$ cat src/rtl/bloom_pkg.sv
// Shared definitions for the bit index decoder.
//   state_e : scan FSM states
//   DEF_N   : default bit-array width
//   idx_w() : index width for an N-bit array
// Optional feature macro used by importers: BIT_INDEX_DECODER_COUNT_EN
package bloom_pkg;

  typedef enum logic [1:0] {
    ST_IDLE = 2'd0,
    ST_SCAN = 2'd1,
    ST_EMIT = 2'd2,
    ST_DONE = 2'd3
  } state_e;

  localparam int DEF_N = 32;

  function automatic int idx_w(input int n);
    return $clog2(n);
  endfunction

endpackage

$ cat src/rtl/bit_index_decoder_scan_cursor.sv
// scan_cursor: bit-position cursor for the decoder scan.
// Ports:
//   clk, rst : clock, synchronous active-high reset
//   clr      : return cursor to 0 (new array loaded)
//   inc      : advance cursor by one
//   cursor   : current bit position
//   last     : cursor is at N-1
module scan_cursor #(
  parameter int N     = 8,
  parameter int IDX_W = 3
) (
  input  logic             clk,
  input  logic             rst,
  input  logic             clr,
  input  logic             inc,
  output logic [IDX_W-1:0] cursor,
  output logic             last
);

  logic [IDX_W-1:0] cursor_q, cursor_d;

  assign last   = (cursor_q == IDX_W'(N - 1));
  assign cursor = cursor_q;

  // Increment is suppressed at the terminal count so the cursor can never
  // wrap, even if the controller asks for it.
  always_comb begin
    cursor_d = cursor_q;
    if (clr)
      cursor_d = '0;
    else if (inc && !last)
      cursor_d = cursor_q + IDX_W'(1);
  end

  always_ff @(posedge clk) begin
    if (rst) cursor_q <= '0;
    else     cursor_q <= cursor_d;
  end

endmodule

$ cat src/rtl/bit_index_decoder.sv
// bit_index_decoder: accepts an N-bit array and emits the index of every
// set bit in ascending order over a valid/ready stream, then pulses done.
// Ports:
//   clk, rst               : clock, synchronous active-high reset
//   load_valid/load_ready  : array handshake, load_bits is the array
//   idx_valid/idx_ready    : index handshake, idx is the set-bit index
//   done                   : one-cycle pulse at end of each scan
//   hit_count              : indices accepted this scan
//                            (only with BIT_INDEX_DECODER_COUNT_EN)
module bit_index_decoder
  import bloom_pkg::*;
#(
  parameter int N     = DEF_N,
  parameter int IDX_W = idx_w(N)
) (
  input  logic             clk,
  input  logic             rst,
  input  logic             load_valid,
  output logic             load_ready,
  input  logic [N-1:0]     load_bits,
  output logic             idx_valid,
  input  logic             idx_ready,
  output logic [IDX_W-1:0] idx,
  output logic             done
`ifdef BIT_INDEX_DECODER_COUNT_EN
  ,
  output logic [IDX_W:0]   hit_count
`endif
);

  state_e           state_q, state_d;
  logic [N-1:0]     bits_q, bits_d;
  logic [IDX_W-1:0] idx_q, idx_d;
  logic [IDX_W-1:0] cursor;
  logic             last;
  logic             cur_clr, cur_inc;
  logic             load_acc, idx_hs;

  // Outputs are masked while rst is high so the reset values appear in the
  // same cycle rst is asserted, not one edge later.
  assign load_ready = !rst && (state_q == ST_IDLE);
  assign idx_valid  = !rst && (state_q == ST_EMIT);
  assign done       = !rst && (state_q == ST_DONE);
  assign idx        = rst ? '0 : idx_q;

  assign load_acc = load_valid && load_ready;
  assign idx_hs   = idx_valid && idx_ready;

  scan_cursor #(.N(N), .IDX_W(IDX_W)) u_cursor (
    .clk    (clk),
    .rst    (rst),
    .clr    (cur_clr),
    .inc    (cur_inc),
    .cursor (cursor),
    .last   (last)
  );

  always_comb begin
    state_d = state_q;
    bits_d  = bits_q;
    idx_d   = idx_q;
    cur_clr = 1'b0;
    cur_inc = 1'b0;
    case (state_q)
      ST_IDLE: begin
        if (load_acc) begin
          bits_d  = load_bits;
          cur_clr = 1'b1;
          state_d = ST_SCAN;
        end
      end
      ST_SCAN: begin
        if (bits_q[cursor]) begin
          idx_d   = cursor;
          state_d = ST_EMIT;
        end else if (last) begin
          state_d = ST_DONE;
        end else begin
          cur_inc = 1'b1;
        end
      end
      ST_EMIT: begin
        if (idx_hs) begin
          if (last) begin
            state_d = ST_DONE;
          end else begin
            cur_inc = 1'b1;
            state_d = ST_SCAN;
          end
        end
      end
      ST_DONE: state_d = ST_IDLE;
      default: state_d = ST_IDLE;
    endcase
  end

  always_ff @(posedge clk) begin
    if (rst) begin
      state_q <= ST_IDLE;
      bits_q  <= '0;
      idx_q   <= '0;
    end else begin
      state_q <= state_d;
      bits_q  <= bits_d;
      idx_q   <= idx_d;
    end
  end

`ifdef BIT_INDEX_DECODER_COUNT_EN
  logic [IDX_W:0] hit_count_q, hit_count_d;

  // Cleared on a new load, not on done, so the final count stays readable
  // through DONE and IDLE.
  always_comb begin
    hit_count_d = hit_count_q;
    if (load_acc)
      hit_count_d = '0;
    else if (idx_hs)
      hit_count_d = hit_count_q + (IDX_W+1)'(1);
  end

  always_ff @(posedge clk) begin
    if (rst) hit_count_q <= '0;
    else     hit_count_q <= hit_count_d;
  end

  assign hit_count = rst ? '0 : hit_count_q;
`endif

endmodule
$ cat config.mk
export PLATFORM = sky130hd
export DESIGN_NAME = bit_index_decoder
export DESIGN_NICKNAME = d
export VERILOG_FILES = /design/src/rtl/bloom_pkg.sv /design/src/rtl/bit_index_decoder_scan_cursor.sv /design/src/rtl/bit_index_decoder.sv
export SDC_FILE = /design/constraint.sdc
export NUM_CORES = 1
export LEC_CHECK = 0
export BUFFER_PORTS_ARGS = -buffer_cell sky130_fd_sc_hd__buf_2
export CORE_MARGIN = 4
export CORE_UTILIZATION = 40
export CTS_CLUSTER_SIZE = 14
export DETAILED_ROUTE_END_ITERATION = 16
export PLACE_DENSITY_LB_ADDON = 0.08
export SLEW_MARGIN = 15
export SYNTH_ARGS = -nofsm -noshare
export SYNTH_HDL_FRONTEND = slang
export SYNTH_HIERARCHICAL = 1
export SYNTH_SLANG_ARGS = --single-unit
$ cat constraint.sdc
create_clock -name clk -period 3.5 [get_ports clk]
set_input_delay 0.35 -clock clk [delete_from_list [all_inputs] [get_ports clk]]
set_output_delay 0.35 -clock clk [all_outputs]
set_load 0.02 [all_outputs]
## Yosys cells after proc, flatten, opt, wreduce, memory -nomap -nowiden

Index checks and enable logic that the tools add are counted.

| operators by class | value |
|---|---|
| $add $sub $neg | 1 |
| $lt $le $gt $ge | 1 |
| eq/ne operators | 7 |
| multiplexer cells | 15 |
| reduce and logical (&&, ||, !) cells | 13 |

Operators with widths:

| operator | number |
|---|---|
| 2-bit two-way mux | 5 |
| 2-bit case mux with 4 select lines | 1 |
| 1-bit logical AND | 6 |
| 5-bit by 6-bit < comparator with 1-bit output (second input constant) | 1 |
| 1-bit two-way mux | 6 |
| 5-bit by 1-bit adder with 5-bit output (second input constant) | 1 |
| 1-bit binary-select mux with 5-bit select | 1 |
| 5-bit == test (second input constant) | 1 |
| 5-bit two-way mux | 1 |
| 2-bit == test (second input constant) | 2 |
| 2-bit inequality test (second input constant) | 2 |
| 2-bit AND reduction | 2 |
| 3-bit by 2-bit inequality test with 1-bit output (second input constant) | 1 |
| 3-bit AND reduction | 1 |
| 2-bit by 1-bit == test with 1-bit output (second input constant) | 1 |
| 1-bit zero test | 2 |
| 2-bit zero test | 1 |
| 1-bit case mux with 2 select lines | 1 |
| 2-bit OR reduction | 1 |

| word-level totals | value |
|---|---|
| flip-flop bits (word level) | 44 |
| output and inout bits | 8 |
| logic and storage cells | 41 |

## Logic depth before layout (Yosys ltp)

Gate-level depths: netlist of the first run.

| logic depth | value |
|---|---|
| depth after elaboration | 6 |
| mapped depth | 11 |

## Modules after synthesis

Netlist of the first run, hierarchy kept.

By module, submodules not included:

| module | times used | cells each | area an instance (um^2) |
|---|---|---|---|
| bit_index_decoder | 1 | 234 | 1981.9 |
| scan_cursor | 1 | 26 | 239.0 |

## Least setup slack after synthesis of the first run

Ideal clock, no wire load.

| timing | value |
|---|---|
| path type | flip-flop to flip-flop |
| from | register u_cursor.cursor_q[1] (netlist: u_cursor/cursor[1]) |
| to | register u_cursor.cursor_q[3] (netlist: u_cursor/cursor[3]) |
| library setup time | 0.070 ns |
| arrival | 2.290 ns |
| path slack | 1.140 ns |
| cell stages (with the launch flop) | 12 |
| buffers on the path | 2 |
| period minus slack after synthesis | 2.360 ns |
| path through | dfxtp_1 -> buf_6 -> buf_12 -> mux2i_1 -> a22oi_2 -> nand3_2 -> and4_2 -> a22oi_1 -> nor3b_1 -> nand2b_4 -> or3_1 -> a21oi_1 |

| on the way | value |
|---|---|
| word-level cells in the longest chain between the ends | 5 |
| elaborated cells between the ends (all ways) | 10 |

RTL lines:

| element | line | RTL |
|---|---|---|
| start: declaration | bit_index_decoder_scan_cursor.sv:20 | `logic [IDX_W-1:0] cursor_q, cursor_d;` |
| start signal: assignment | bit_index_decoder_scan_cursor.sv:37 | `else cursor_q <= cursor_d;` |
| 1-bit binary-select mux with 5-bit select or 5-bit == test (tied branches) | bit_index_decoder.sv:73, bit_index_decoder_scan_cursor.sv:22 |  |
| 1-bit two-way mux (on tied branches) | bit_index_decoder.sv:73, bit_index_decoder.sv:76, bit_index_decoder.sv:84 |  |
| 1-bit two-way mux (on tied branches) | bit_index_decoder.sv:73, bit_index_decoder.sv:83 |  |
| 1-bit case mux with 2 select lines (*) | bit_index_decoder.sv:64 | `case (state_q)` |
| via cur_inc | bit_index_decoder.sv:36 | `logic cur_clr, cur_inc;` |
| 1-bit logical AND (*) | bit_index_decoder_scan_cursor.sv:31 | `else if (inc && !last)` |

The timed path passes the listed nets; every way through them passes the cells marked *. The select of a mux whose other input is x is not followed.
A chain may end at the register's enable or synchronous reset.

## Final worst setup path of the first run

Ends and elaborated chain as after synthesis.

==> results.sh, run 1 <==
export IMPL_grt_overflow=0
export IMPL_cts_buffers=5
export IMPL_diodes=0
export IMPL_ir_drop_mv=0.2504
export IMPL_ys_types=37
export IMPL_yosysTopAreaCell="dfxtp_1"
export IMPL_worst_slew_pin_slew_ns=1.011
export IMPL_worst_path_max_fanout=20
export IMPL_layout_commonest_cell="dfxtp_1"
export IMPL_r2r_worst_path_cells=9
export IMPL_fp_dieH_microns=82.52
export IMPL_io_buffers=43
export IMPL_swShare_pct=32.17
export IMPL_min_from="load_bits[26]"
export IMPL_yosys_area_top_type_share_pct=39.66
export IMPL_r2r_slack_ns=0.49
export IMPL_hold_path_class="primary input to flip-flop"
export IMPL_relSlewSlack_pct=32.47
export IMPL_cts_root_buf="clkbuf_8"
export IMPL_syn_cell_area_sq_mm=0.002221
export IMPL_fillers=544
export IMPL_final_nets=338
export IMPL_gp_congestion=0.7509
export IMPL_syn_num_nets=303
export IMPL_yosys_top_cells_area="dfxtp_1, nand2b_1, mux2i_1, o21ai_0, nand2_1"
export IMPL_p_seq_share_pct=49.2
export IMPL_io_pins=44
export IMPL_vias=1781
export IMPL_cap_viol_max_count=0
export IMPL_final_util_pct=48.16
export IMPL_fin_crit_sh_pct=85.93
export IMPL_start_util_pct=42.40
export IMPL_status="complete, no violations"
export IMPL_cellLeakagePower_nw=0.9804
export IMPL_dr_first_iter_drc_count=72
export IMPL_cts_sinks=44
export IMPL_multi_input_area_sq_mm=0.001227
export IMPL_regToRegStartpoint="u_cursor/cursor[1]$_SDFFE_PP0P_"
export IMPL_postCtsHoldBufs=0
export IMPL_clk_latency_ns=0.29
export IMPL_drv_slew=0
export IMPL_ys_ff_latch=44
export IMPL_combinationalPowerShare_pct=26.0
export IMPL_register_area_sq_um=880.8
export IMPL_postCtsSetupRepairBufs=0
export IMPL_met2_usage_pct=24.76
export IMPL_postSynthAreaPerCell_sq_um=8.542
export IMPL_clk_pin_slew_worst_paths_ns=0.08
export IMPL_cts_htree_levels=2
export IMPL_cp_end_kind="flip-flop"
export IMPL_synth_warnings=6
export IMPL_drive_gt1_share_pct=20.27
export IMPL_critical_path_arrival_ns=3.23
export IMPL_finalWirelength_microns=4572
export IMPL_min_to="bits_q[26]$_SDFFE_PP0P_"
export IMPL_drt_pass1_iter_count=4
export IMPL_tns_ns=0
export IMPL_intPower_uw=891.3
export IMPL_powerDensity_mw_per_mm2=520.9
export IMPL_fp_dieW_microns=82.52
export IMPL_rows=26
export IMPL_fin_skew_ns=0.006402
export IMPL_setup_violations=0
export IMPL_clockBufferDepth=2
export IMPL_synthCells=260
export IMPL_die_area_sq_mm=0.006809
export IMPL_worstHoldPathCells=3
export IMPL_ctsResizeCount=0
export IMPL_synth_seq_area_share_pct=39.66
export IMPL_top_usage_layer="met2"
export IMPL_area_delta_synth_final_pct=13.58
export IMPL_rr_endpoint="u_cursor/cursor[3]$_SDFFE_PP0P_"
export IMPL_grt_start_max_net_pins=66
export IMPL_startpoint_type="flip-flop"
export IMPL_grt_util_met1_pct=17.26
export IMPL_viasPerCell=4.866
export IMPL_avgRoutedWirePerCell_microns=12.49
export IMPL_grt_pass1_vias=1743
export IMPL_final_cell_mix="dfxtp_1, buf_2, nand2_1, nand2b_1, o21ai_0"
export IMPL_power_switching_uw=422.7
export IMPL_crit_start="u_cursor/cursor[1]$_SDFFE_PP0P_"
export IMPL_dp_hpwl_microns=3140
export IMPL_cts_tree="yes"
export IMPL_rsz0062_at_grt="no"
export IMPL_fin_crit_ns=3.007
export IMPL_antenna_found_initial=0
export IMPL_final_antenna_net_count=0
export IMPL_max_freq_mhz=332.5
export IMPL_power_frac_clock_pct=24.8
export IMPL_drc=0
export IMPL_grt_pass1_wl_microns=7576
export IMPL_grtUsageMet3_pct=3.362
export IMPL_critPathKind="flip-flop to flip-flop"
export IMPL_hold_viol_final=0
export IMPL_required_ns=3.72
export IMPL_core_sq_mm=0.005238
export IMPL_grt_use_total_pct=14.31
==> metrics by stage <==
step | power (mW) | setup slack, ns | hold slack [ns] | area (sq um) | instances
floorplan | 0.9148 | 1.140 | 0.4479 | 2221 | 260
global placement | 1.003 | 0.6476 | 0.4670 | 2430 | 358
detailed placement | 1.003 | 0.5565 | 0.4663 | 2430 | 358
CTS | 1.333 | 0.5152 | 0.2376 | 2522 | 366
global route | 1.411 | 0.2881 | 0.2347 | 2522 | 366
finish | 1.314 | 0.4926 | 0.2482 | 2522 | 366
==> cell type report <==
cell class / count / area share, %
Multi-Input combinational cell: 196 / 48.66
Sequential cell: 44 / 34.92
Timing Repair Buffer: 43 / 8.532
Tap cell: 70 / 3.472
Clock buffer: 6 / 3.274
Inverter: 5 / 0.7440
Clock inverter: 2 / 0.3968
==> flip-flops by register name (all words and copies together), names as in the netlist <==
| name | cells |
|---|---|
| u_cursor/cursor | 5 |
| bits_q | 32 |
| idx_q | 5 |
| state_q | 2 |
==> routing by layer <==
layer	vias up	routed length [microns]
met1	800	2239
met2	30	2069
met4	0	76
met5	-	0
met3	7	187
li1	944	-
==> critical path: stages, from the launching register on <==
cell,delay [ns]
dfxtp_1,0.99
mux2i_1,0.30
a22oi_1,0.09
nand3_1,0.15
and4_2,0.24
a22oi_1,0.09
nor3b_1,0.44
nand2b_4,0.11
or3_1,0.36
a21oi_1,0.16
==> power groups by stage <==
stage / sequential, mW / combinational, mW / clock (mW)
3_5_place_dp: 0.655 / 0.348 / 0
5_1_grt: 0.659 / 0.394 / 0.358
6_report: 0.647 / 0.341 / 0.326
2_1_floorplan: 0.638 / 0.277 / 0
4_1_cts: 0.647 / 0.349 / 0.337
3_3_place_gp: 0.664 / 0.340 / 0
==> cell families (layout without fill, tap and decap cells) <==
logic type      Yosys count  after routing  synth area share (%)
simple gates            112            112                 26.42
fa+ha+maj                 7              7                 3.943
xor+xnor                  2              2                0.7889
compound gates           54             54                 14.59
flops                    44             44                 39.66
buf+inv                  20             56                 5.127
mux                      21             21                 9.465
==> cell usage after synthesis <==
| cell | n |
|---|---|
| nand2_1 | 42 |
| buf_4 | 2 |
| xnor2_1 | 1 |
| a22oi_1 | 4 |
| inv_1 | 5 |
| and2b_2 | 1 |
| a21oi_1 | 7 |
| nor3b_1 | 1 |
| dfxtp_1 | 44 |
| xor2_1 | 1 |
| nor2_1 | 10 |
| and4_2 | 1 |
| mux2i_1 | 21 |
| o211ai_1 | 1 |
| and2_1 | 2 |
| or3_1 | 1 |
| o2111a_1 | 1 |
| a22oi_2 | 1 |
| or2_2 | 1 |
| clkbuf_1 | 10 |
| o21ai_0 | 34 |
| a211oi_1 | 2 |
| a211oi_2 | 1 |
| and3_1 | 1 |
| nand3_2 | 1 |
| nand3b_1 | 2 |
| a41o_1 | 1 |
| buf_6 | 2 |
| o221a_2 | 1 |
| nand2b_4 | 1 |
| ha_1 | 7 |
| o221ai_1 | 1 |
| nand4_1 | 1 |
| buf_12 | 1 |
| nor2b_1 | 8 |
| nand3_1 | 4 |
| nand2b_1 | 35 |
==> worst max-delay path by stage <==
| stage | to | slack, ns |
|---|---|---|
| 2_1_floorplan | u_cursor/cursor[3]$_SDFFE_PP0P_ | 1.14 |
| 6_report | u_cursor/cursor[3]$_SDFFE_PP0P_ | 0.49 |
| 3_3_place_gp | u_cursor/cursor[3]$_SDFFE_PP0P_ | 0.65 |
| 3_5_place_dp | u_cursor/cursor[3]$_SDFFE_PP0P_ | 0.56 |
| 4_1_cts | u_cursor/cursor[3]$_SDFFE_PP0P_ | 0.52 |
| 5_1_grt | u_cursor/cursor[3]$_SDFFE_PP0P_ | 0.29 |
Power figures use the tool's default switching activity.
==> run 2: changes to the inputs <==
- CORE_UTILIZATION: 40 -> 55
- clock period: 3.5 -> 3.7 ns (I/O delays scaled with it)
==> run 2 against run 1 <==
Sequential share of layout area is 0.42 points higher. Non-clock buffer count is the same. Routed wire length down 6.1%. Count of clock-buffer cells in the layout grew 2. Critical path depth unchanged. Clock power down 7.1%. First-iteration DRC count down 2.8%. Hold slack improved by 0.020 ns. Largest power group unchanged. Highest routed layer unchanged.
==> results.sh, run 2 (synthesized netlist as in run 1, its figures left out) <==
export IMPL_clk_latency_ns=0.29
export IMPL_r2r_slack_ns=0.68
export IMPL_min_from="load_bits[0]"
export IMPL_startpoint_type="flip-flop"
export IMPL_finalPower_mw=1.239
export IMPL_critPathBufInv=0
export IMPL_io_pins=44
export IMPL_layout_commonest_cell="dfxtp_1"
export IMPL_cpMaxStageDelayCell="dfxtp_1"
export IMPL_start_util_pct=58.89
export IMPL_area_delta_synth_final_pct=12.23
export IMPL_fin_cells=344
export IMPL_critPathKind="flip-flop to flip-flop"
export IMPL_worst_slack_ns=0.6815
export IMPL_hold_viol_final=0
export IMPL_cp_common_cell="a22oi_1"
export IMPL_clk_pin_slew_worst_paths_ns=0.08
export IMPL_fin_skew_ns=0.004706
export IMPL_relSlewSlack_pct=30.11
export IMPL_hold_path_class="primary input to flip-flop"
export IMPL_cp_end_kind="flip-flop"
export IMPL_cap_viol_max_count=0
export IMPL_powerDensity_mw_per_mm2=497.0
export IMPL_place_ws_ns=0.6928
export IMPL_r2r_worst_path_cells=9
export IMPL_rsz0062_at_grt="no"
export IMPL_critical_path_arrival_ns=3.24
export IMPL_max_stage_delay_ns=1.02
export IMPL_avgRoutedWirePerCell_microns=12.48
export IMPL_final_cell_mix="dfxtp_1, buf_2, nand2_1, nand2b_1, o21ai_0"
export IMPL_required_ns=3.93
export IMPL_cts_htree_levels=2
export IMPL_io_buffers=43
export IMPL_fin_crit_sh_pct=81.58
export IMPL_diodes=0
export IMPL_worstHoldPathCells=3
export IMPL_cts_root_buf="clkbuf_8"
export IMPL_final_nets=338
export IMPL_vias=1776
export IMPL_place_inst=336
export IMPL_drive_gt1_share_pct=19.59
export IMPL_cellLeakagePower_nw=0.9750
export IMPL_gp_congestion=0.7536
export IMPL_die_area_sq_mm=0.005119
export IMPL_worst_path_max_fanout=20
export IMPL_drt_pass1_iter_count=4
export IMPL_min_to="bits_q[0]$_SDFFE_PP0P_"
export IMPL_final_util_pct=66.09
export IMPL_setup_violations=0
export IMPL_drv_slew=0
export IMPL_antenna_found_initial=0
export IMPL_grt_start_max_net_pins=66
export IMPL_postCtsHoldBufs=0
export IMPL_viasPerCell=5.163
export IMPL_worst_slew_pin_slew_ns=1.047
export IMPL_cpLargestDelayFamily="simple AND/OR/NAND/NOR gates"
export IMPL_worstPathCellList="mux2i_1 -> a22oi_1 -> nand3_1 -> and4_2 -> a22oi_1 -> nor3b_1 -> nand2b_4 -> or3_1 -> a21oi_1"
export IMPL_rr_endpoint="u_cursor/cursor[3]$_SDFFE_PP0P_"
export IMPL_grt_pass1_vias=1659
export IMPL_core_sq_mm=0.003771
export IMPL_postCtsSetupRepairBufs=0
export IMPL_fp_dieH_microns=71.55
export IMPL_regToRegStartpoint="u_cursor/cursor[1]$_SDFFE_PP0P_"
export IMPL_tns_ns=0
export IMPL_fp_dieW_microns=71.55
export IMPL_dp_hpwl_microns=2956
export IMPL_clockBufferDepth=2
export IMPL_finalWirelength_microns=4294
export IMPL_cts_sinks=44
export IMPL_final_antenna_net_count=0
export IMPL_cp_depth=9
export IMPL_max_freq_mhz=331.3
export IMPL_dr_first_iter_drc_count=70
export IMPL_status="complete, no violations"
export IMPL_grt_overflow=0
export IMPL_rows=22
export IMPL_cts_tree="yes"
export IMPL_ctsResizeCount=0
export IMPL_drc=0
export IMPL_largest_reg_flops=32
export IMPL_grt_use_total_pct=17.57
export IMPL_cts_buffers=5
export IMPL_grt_pass1_wl_microns=7396
export IMPL_regMostFlops="bits_q"
export IMPL_fin_crit_ns=3.018
export IMPL_ir_drop_mv=0.2665
## run 2: cell types whose count changed in the layout (fill, tap and decap cells not counted)
cell	change
clkinv_2	-2
clkbuf_1	+2
## run 2: tightest hold or removal path, cell delays in order
cell and delay [ns]:
buf_2 0.07, nand2_1 0.03, o21ai_0 0.05
## run 2: through the flow
step,instance area (sq um),hold slack [ns]
after floorplan,2221,0.4479
after global placement,2402,0.4657
after detailed placement,2402,0.4672
after CTS,2492,0.2676
after global routing,2492,0.2646
final,2492,0.2686
## run 2: power breakdown
group | leakage, nW | total (mW) | switching [mW] | internal [mW]
Sequential | 0.361 | 0.614 | 0.0581 | 0.556
Combinational | 0.569 | 0.322 | 0.183 | 0.139
Clock | 0.0455 | 0.303 | 0.150 | 0.152
Total | 0.975 | 1.24 | 0.391 | 0.847
## run 2: how the worst max path moves through the flow
stage	startpoint	to	slack, ns
4_1_cts	u_cursor/cursor[1]$_SDFFE_PP0P_	u_cursor/cursor[3]$_SDFFE_PP0P_	0.67
3_3_place_gp	u_cursor/cursor[1]$_SDFFE_PP0P_	u_cursor/cursor[3]$_SDFFE_PP0P_	0.87
2_1_floorplan	u_cursor/cursor[1]$_SDFFE_PP0P_	u_cursor/cursor[3]$_SDFFE_PP0P_	1.34
3_5_place_dp	u_cursor/cursor[1]$_SDFFE_PP0P_	u_cursor/cursor[3]$_SDFFE_PP0P_	0.69
5_1_grt	u_cursor/cursor[1]$_SDFFE_PP0P_	u_cursor/cursor[3]$_SDFFE_PP0P_	0.41
6_report	u_cursor/cursor[1]$_SDFFE_PP0P_	u_cursor/cursor[3]$_SDFFE_PP0P_	0.68
## run 2: final cells by class
class | count | area [sq um]
inverters | 5 | 18.77
clock buffers | 8 | 90.09
repair buffers | 43 | 215.2
flip-flops and latches | 44 | 880.8
fillers | 334 | 1279
well taps | 48 | 60.06
multi-input cells | 196 | 1227
## run 2: per-layer routing
metal | track usage [%] | vias to the layer above | wire [microns]
li1 | - | 949 | -
met2 | 26.73 | 33 | 1924
met3 | 4.769 | 4 | 214
met5 | 0 | - | 0
met4 | 3.758 | 0 | 29
met1 | 24.89 | 790 | 2125
